$ cat config.mk
export PLATFORM = sky130hd
export DESIGN_NAME = secded_encoder
export DESIGN_NICKNAME = d
export VERILOG_FILES = /design/src/rtl/secded_pkg.sv /design/src/rtl/secded_pos_xor.sv /design/src/rtl/secded_encoder.sv
export SDC_FILE = /design/constraint.sdc
export NUM_CORES = 1
export LEC_CHECK = 0
export ABC_AREA = 1
export CORE_MARGIN = 4
export CORE_UTILIZATION = 54
export DETAILED_ROUTE_END_ITERATION = 6
export HOLD_SLACK_MARGIN = 0.12
export PLACE_DENSITY = 0.84
export SYNTH_ARGS = -nofsm -noshare
export SYNTH_HDL_FRONTEND = slang
export SYNTH_SLANG_ARGS = --single-unit
$ cat constraint.sdc
create_clock -name clk -period 3.25 [get_ports clk]
set_input_delay 0.8125 -clock clk [delete_from_list [all_inputs] [get_ports clk]]
set_output_delay 0.8125 -clock clk [all_outputs]
set_load 0.02 [all_outputs]
$ cat src/rtl/secded_pkg.sv
`default_nettype none
// ============================================================================
//  Module      : secded_pkg
//  Description : Shared SECDED Hamming helpers. The encoder and decoder both
//                use it for codeword geometry: parity width, codeword width
//                and the position map of the data bits.
//  Revision    : 1.0  initial streaming-encoder release
// ============================================================================
package secded_pkg;

   localparam int MIN_DATA_W = 4;
   localparam int MAX_DATA_W = 57;

   // Smallest r such that 2^r >= data_w + r + 1
   function automatic int par_w(input int data_w);
      int r;
      r = 1;
      while ((1 << r) < (data_w + r + 1)) r++;
      return r;
   endfunction

   // Data bits + Hamming parity bits + overall parity bit
   function automatic int code_w(input int data_w);
      return data_w + par_w(data_w) + 1;
   endfunction

   function automatic bit is_pow2(input int pos);
      return (pos != 0) && ((pos & (pos - 1)) == 0);
   endfunction

   // Codeword position of data bit i: the i-th position (ascending from 3)
   // that is neither 0 nor a power of two.
   function automatic int data_pos(input int i);
      int cnt;
      int pos;
      cnt = 0;
      pos = 0;
      for (int p = 3; p < 128; p++) begin
         if (!is_pow2(p)) begin
            if (cnt == i) pos = p;
            cnt++;
         end
      end
      return pos;
   endfunction

endpackage
`default_nettype wire

$ cat src/rtl/secded_pos_xor.sv
`default_nettype none
// ============================================================================
//  Module      : secded_pos_xor
//  Description : Combinational XOR of the indices of all set bits in a
//                vector. Produces the Hamming parity word on the encode side
//                and the syndrome on the decode side.
//  Revision    : 1.0  initial release
// ============================================================================
module secded_pos_xor #(
   parameter int WIDTH = 16,
   parameter int IDX_W = 4
) (
   input  logic [WIDTH-1:0] vec,
   output logic [IDX_W-1:0] posXor
);

   // Fold the index of every set bit into the accumulator
   always_comb begin
      posXor = '0;
      for (int i = 0; i < WIDTH; i++) begin
         if (vec[i]) posXor = posXor ^ IDX_W'(i);
      end
   end

endmodule
`default_nettype wire

$ cat src/rtl/secded_encoder.sv
`default_nettype none
// ============================================================================
//  Module      : secded_encoder
//  Description : Streaming SECDED Hamming encoder with a two-stage
//                valid/ready pipeline. Stage 1 holds the data word and its
//                Hamming parity word; stage 2 holds the assembled codeword
//                with overall even parity in bit 0.
//                Optional macro SECDED_ENC_ERR_INJECT_EN adds inj_en/inj_mask
//                ports that XOR a mask onto the finished codeword.
//  Revision    : 1.0  initial streaming release
// ============================================================================
module secded_encoder
   import secded_pkg::*;
#(
   parameter  int DATA_W = 11,
   localparam int PAR_W  = par_w(DATA_W),
   localparam int CODE_W = code_w(DATA_W)
) (
   input  logic              clk,
   input  logic              rst,
   input  logic              in_valid,
   output logic              in_ready,
   input  logic [DATA_W-1:0] in_data,
   output logic              out_valid,
   input  logic              out_ready,
   output logic [CODE_W-1:0] out_code
`ifdef SECDED_ENC_ERR_INJECT_EN
   ,
   input  logic              inj_en,
   input  logic [CODE_W-1:0] inj_mask
`endif
);

   if ((DATA_W < MIN_DATA_W) || (DATA_W > MAX_DATA_W)) begin : g_badDataW
      $error("secded_encoder: DATA_W=%0d outside supported range %0d..%0d",
             DATA_W, MIN_DATA_W, MAX_DATA_W);
   end

   logic              r_s1Valid;
   logic [DATA_W-1:0] r_s1Data;
   logic [PAR_W-1:0]  r_s1Par;
   logic              r_s2Valid;
   logic [CODE_W-1:0] r_s2Code;

   logic [CODE_W-1:0] w_inVec;   // input data scattered to codeword positions
   logic [PAR_W-1:0]  w_parWord;
   logic [CODE_W-1:1] w_body;    // stage-1 word assembled, positions 1..CODE_W-1
   logic [CODE_W-1:0] w_code;
   logic [CODE_W-1:0] w_final;
   logic              w_s1Load;
   logic              w_s2Load;

   // Scatter data bits to their positions; parity and overall slots stay zero
   assign w_inVec[0] = 1'b0;
   for (genvar i = 0; i < DATA_W; i++) begin : g_dataMap
      localparam int c_POS = data_pos(i);
      assign w_inVec[c_POS] = in_data[i];
      assign w_body[c_POS]  = r_s1Data[i];
   end
   for (genvar k = 0; k < PAR_W; k++) begin : g_parMap
      localparam int c_PPOS = 1 << k;
      assign w_inVec[c_PPOS] = 1'b0;
      assign w_body[c_PPOS]  = r_s1Par[k];
   end

   secded_pos_xor #(
      .WIDTH (CODE_W),
      .IDX_W (PAR_W)
   ) u_posXor (
      .vec    (w_inVec),
      .posXor (w_parWord)
   );

   // Overall parity makes the whole codeword even
   assign w_code = {w_body, ^w_body};

`ifdef SECDED_ENC_ERR_INJECT_EN
   logic [CODE_W-1:0] r_s1Mask;   // effective mask: zero unless inj_en was set
   assign w_final = w_code ^ r_s1Mask;
`else
   assign w_final = w_code;
`endif

   // A stage loads when it is empty or the stage behind it is draining.
   // No handshake is offered while rst is high.
   assign w_s2Load = !r_s2Valid || out_ready;
   assign w_s1Load = !r_s1Valid || w_s2Load;
   assign in_ready = !rst && w_s1Load;

   // Stage 1: capture data word and Hamming parity word
   always_ff @(posedge clk) begin
      if (rst) begin
         r_s1Valid <= 1'b0;
         r_s1Data  <= '0;
         r_s1Par   <= '0;
`ifdef SECDED_ENC_ERR_INJECT_EN
         r_s1Mask  <= '0;
`endif
      end else if (w_s1Load) begin
         r_s1Valid <= in_valid;
         if (in_valid) begin
            r_s1Data <= in_data;
            r_s1Par  <= w_parWord;
`ifdef SECDED_ENC_ERR_INJECT_EN
            r_s1Mask <= inj_en ? inj_mask : '0;
`endif
         end
      end
   end

   // Stage 2: capture the fully assembled codeword; holds while stalled
   always_ff @(posedge clk) begin
      if (rst) begin
         r_s2Valid <= 1'b0;
         r_s2Code  <= '0;
      end else if (w_s2Load) begin
         r_s2Valid <= r_s1Valid;
         if (r_s1Valid) r_s2Code <= w_final;
      end
   end

   assign out_valid = r_s2Valid;
   assign out_code  = r_s2Code;

endmodule
`default_nettype wire

==> reports/qor.csv <==
stage,metric,value,unit
outcome,outcome,"complete, no violations",
timing,finalSetupViolCount,0,
hold_path,worstHoldPathType,flop to flop,
grt,initial_antenna_violation_count,0,
synthesis,synthesis.area_per_instance,7.09,um^2
routing,routed_length_on_met3,177,um
final_layout,post-route-cell-area,0.00199,mm^2
clock_network,clock_tree.htree_level_count,2,
synthesis,syn-instance-count,224,
routing,num_vias,1471,
critical_path,critical_path_arrival,2.11,ns
final_layout,layout_common_cells,"sky130_fd_sc_hd__nand2_1 (60), sky130_fd_sc_hd__dfxtp_1 (33), sky130_fd_sc_hd__clkdlybuf4s50_1 (32)",
synthesis,synth-seq-area-share,41.6,%
synthesis,synth_nets,239,
grt,grt-ovfl-total,0,
pwr,peakVddDrop,0.393,mV
clock_network,root_buffer_master,sky130_fd_sc_hd__clkbuf_4,
routing,met1_length,1560,um
pwr,total_leakage_power,0.891,nW
final_layout,post_route_cells_drive_above_1_share,4.26,%
critical_path,crit_required,2.44,ns
die,core_area,0.00278,mm^2
placement,post-dp-hpwl,2390,um
timing,relSlewSlack,47.0,%
clock_network,ctsLongestPathBuffers,2,
synthesis,synth.largest_area_cell,sky130_fd_sc_hd__dfxtp_1,
synthesis,synth_cell_types,16,
die,ios,33,
die,die-area,0.00387,mm^2
routing,drtPass1Iterations,4,
clock_network,cts.sinks,33,
final_layout,nNetsFinal,273,
routing,met2_length,1470,um
timing,timing.fmax,0.342,GHz
routing,dr.first_iter.drc_count,78,
die,rows,19,
final_layout,syn_to_final_growth,25.2,%
timing,timing_hold_violations_final,0,
placement,routabilityCongestion,0.787,
die,initial_util,57.1,%
grt,grt_resource_usage_total,17.6,%
final_layout,num_antenna_cells,0,
timing,slew_viol_final,0,
synthesis,ys.warnings.count,0,
clock_network,postCtsResizedCells,0,
placement,numPortBuffers,32,
clock_network,numCtsBuffers,5,
grt,grt_pass1_wl,5740,um
routing,final_antenna_net_count,0,
pwr,power-per-cell-area,468,mW/mm^2
timing,clock_skew,0.00621,ns
synthesis,ys_seq_elements,33,
critical_path,crit_fanout,3,
synthesis,yosys.area.top_type_share,41.6,%
final_layout,number_of_filler_cells_placed_in_the_layout,226,
timing,fin_crit,2.92,ns
timing,timing.setup.tns,0,ns
timing,tightest_slew,0.794,ns
timing,grt_setup_unrepaired,false,
synthesis,post_synth_instance_area,0.00159,mm^2
die,die_width,62.2,um
clock_network,cts.repair_timing.setup_buffer_count,0,
clock_network,cts_hold_buffers,0,
placement,placedInstanceArea,0.00193,mm^2
critical_path,critical_path.startpoint_type,input port,
routing,drt_wirelength,3250,um
grt,pin_count_of_the_biggest_net_entering_global_routing,33,
final_layout,layout_commonest_cell,sky130_fd_sc_hd__nand2_1,
grt,first_global_vias,1403,
job,max_cap_violations,0,
critical_path,endpoint_kind,output pin,
die,die_height,62.2,um
clock_network,insertion_delay,0.34,ns
timing,min_period_over_period,90.0,%
routing,top_layer_used,met4,
critical_path,setup.worst_path.class,input port to output pin,
timing,whs,0.498,ns
synthesis,synth_area_leaders,"sky130_fd_sc_hd__dfxtp_1 (42%), sky130_fd_sc_hd__nand2_1 (14%), sky130_fd_sc_hd__a21oi_1 (9.8%), sky130_fd_sc_hd__o21ai_0 (9.4%), sky130_fd_sc_hd__xnor2_1 (6.1%)",
clock_network,tritoncts_clock_tree,built,
routing,drt-wirelength-per-cell,11.2,um
routing,vias_per_cell,5.09,
clock_network,clkTransAtPathRegs,0.09,ns
routing,drc,0,
cells in the mapped netlist:
cell type / instances
sky130_fd_sc_hd__nand2_1: 60
sky130_fd_sc_hd__dfxtp_1: 33
sky130_fd_sc_hd__a21oi_1: 31
sky130_fd_sc_hd__o21ai_0: 30
sky130_fd_sc_hd__inv_1: 25
sky130_fd_sc_hd__xnor2_1: 11
sky130_fd_sc_hd__nor2_1: 10
sky130_fd_sc_hd__xor2_1: 8
sky130_fd_sc_hd__nand3_1: 5
sky130_fd_sc_hd__clkbuf_1: 4
sky130_fd_sc_hd__buf_2: 2
sky130_fd_sc_hd__a31oi_1: 1
sky130_fd_sc_hd__buf_1: 1
sky130_fd_sc_hd__buf_4: 1
sky130_fd_sc_hd__xnor2_2: 1
sky130_fd_sc_hd__xor2_2: 1
final timing paths:
path / depth (start not counted) / slack [ns] / endpoint / start
max: 6 / 0.33 / in_ready / out_ready
min: 2 / 0.50 / r_s1Data[10] / r_s1Data[10]
max reg2reg: 5 / 1.79 / out_code[7] / out_valid
min reg2reg: 2 / 0.50 / r_s1Data[10] / r_s1Data[10]
per-stage QoR:
| stage | std cells | power (mW) | setup slack (ns) | utilization (%) |
|---|---|---|---|---|
| after floorplan | 224 | 0.624 | 1.13 | - |
| after global placement | 282 | 0.701 | 0.348 | 69.5 |
| after detailed placement | 282 | 0.707 | 0.327 | 69.5 |
| after CTS | 289 | 0.935 | 0.326 | 71.5 |
| after global routing | 289 | 0.987 | 0.275 | 71.5 |
| final | 289 | 0.932 | 0.326 | 71.5 |
state kept, by name, indices dropped and copies added (netlist names):
| signal | count |
|---|---|
| out_code | 16 |
| r_s1Data | 11 |
| r_s1Par | 4 |
| out_valid | 1 |
| r_s1Valid | 1 |
cell type report:
class	instances	area, um^2	share of cell area (%)
well taps	31	38.8	1.95
inverters	25	93.8	4.72
repair buffers	35	343	17.2
clock buffers	7	55.1	2.77
flip-flops and latches	33	661	33.2
multi-input cells	158	798	40.1
worst max-delay path, cell delays in order:
cell and delay [ns]:
sky130_fd_sc_hd__clkdlybuf4s50_1 0.45, sky130_fd_sc_hd__inv_1 0.05, sky130_fd_sc_hd__nand3_1 0.10, sky130_fd_sc_hd__nand2_1 0.06, sky130_fd_sc_hd__inv_1 0.05, sky130_fd_sc_hd__clkdlybuf4s50_1 0.59
power by group:
group	internal (mW)	switching, mW	leakage [nW]	total (mW)
combinational	0.106	0.137	0.587	0.243
clock	0.102	0.132	0.0314	0.234
sequential	0.436	0.0189	0.273	0.455
total	0.643	0.288	0.891	0.932
kinds of logic after synthesis:
group / synth area share [%]
XOR/XNOR: 12.5
AO/OA/AOI/OAI: 19.6
buffers and inverters: 8.19
flip-flops: 41.6
AND/OR/NAND/NOR: 18.1
per-layer routing:
layer	track usage [%]	vias to the layer above
met4	5.96	0
met5	0	-
met3	5.59	6
met2	29.1	32
li1	-	778
met1	21.4	655
Note: power is estimated with default switching activity, not from simulation.
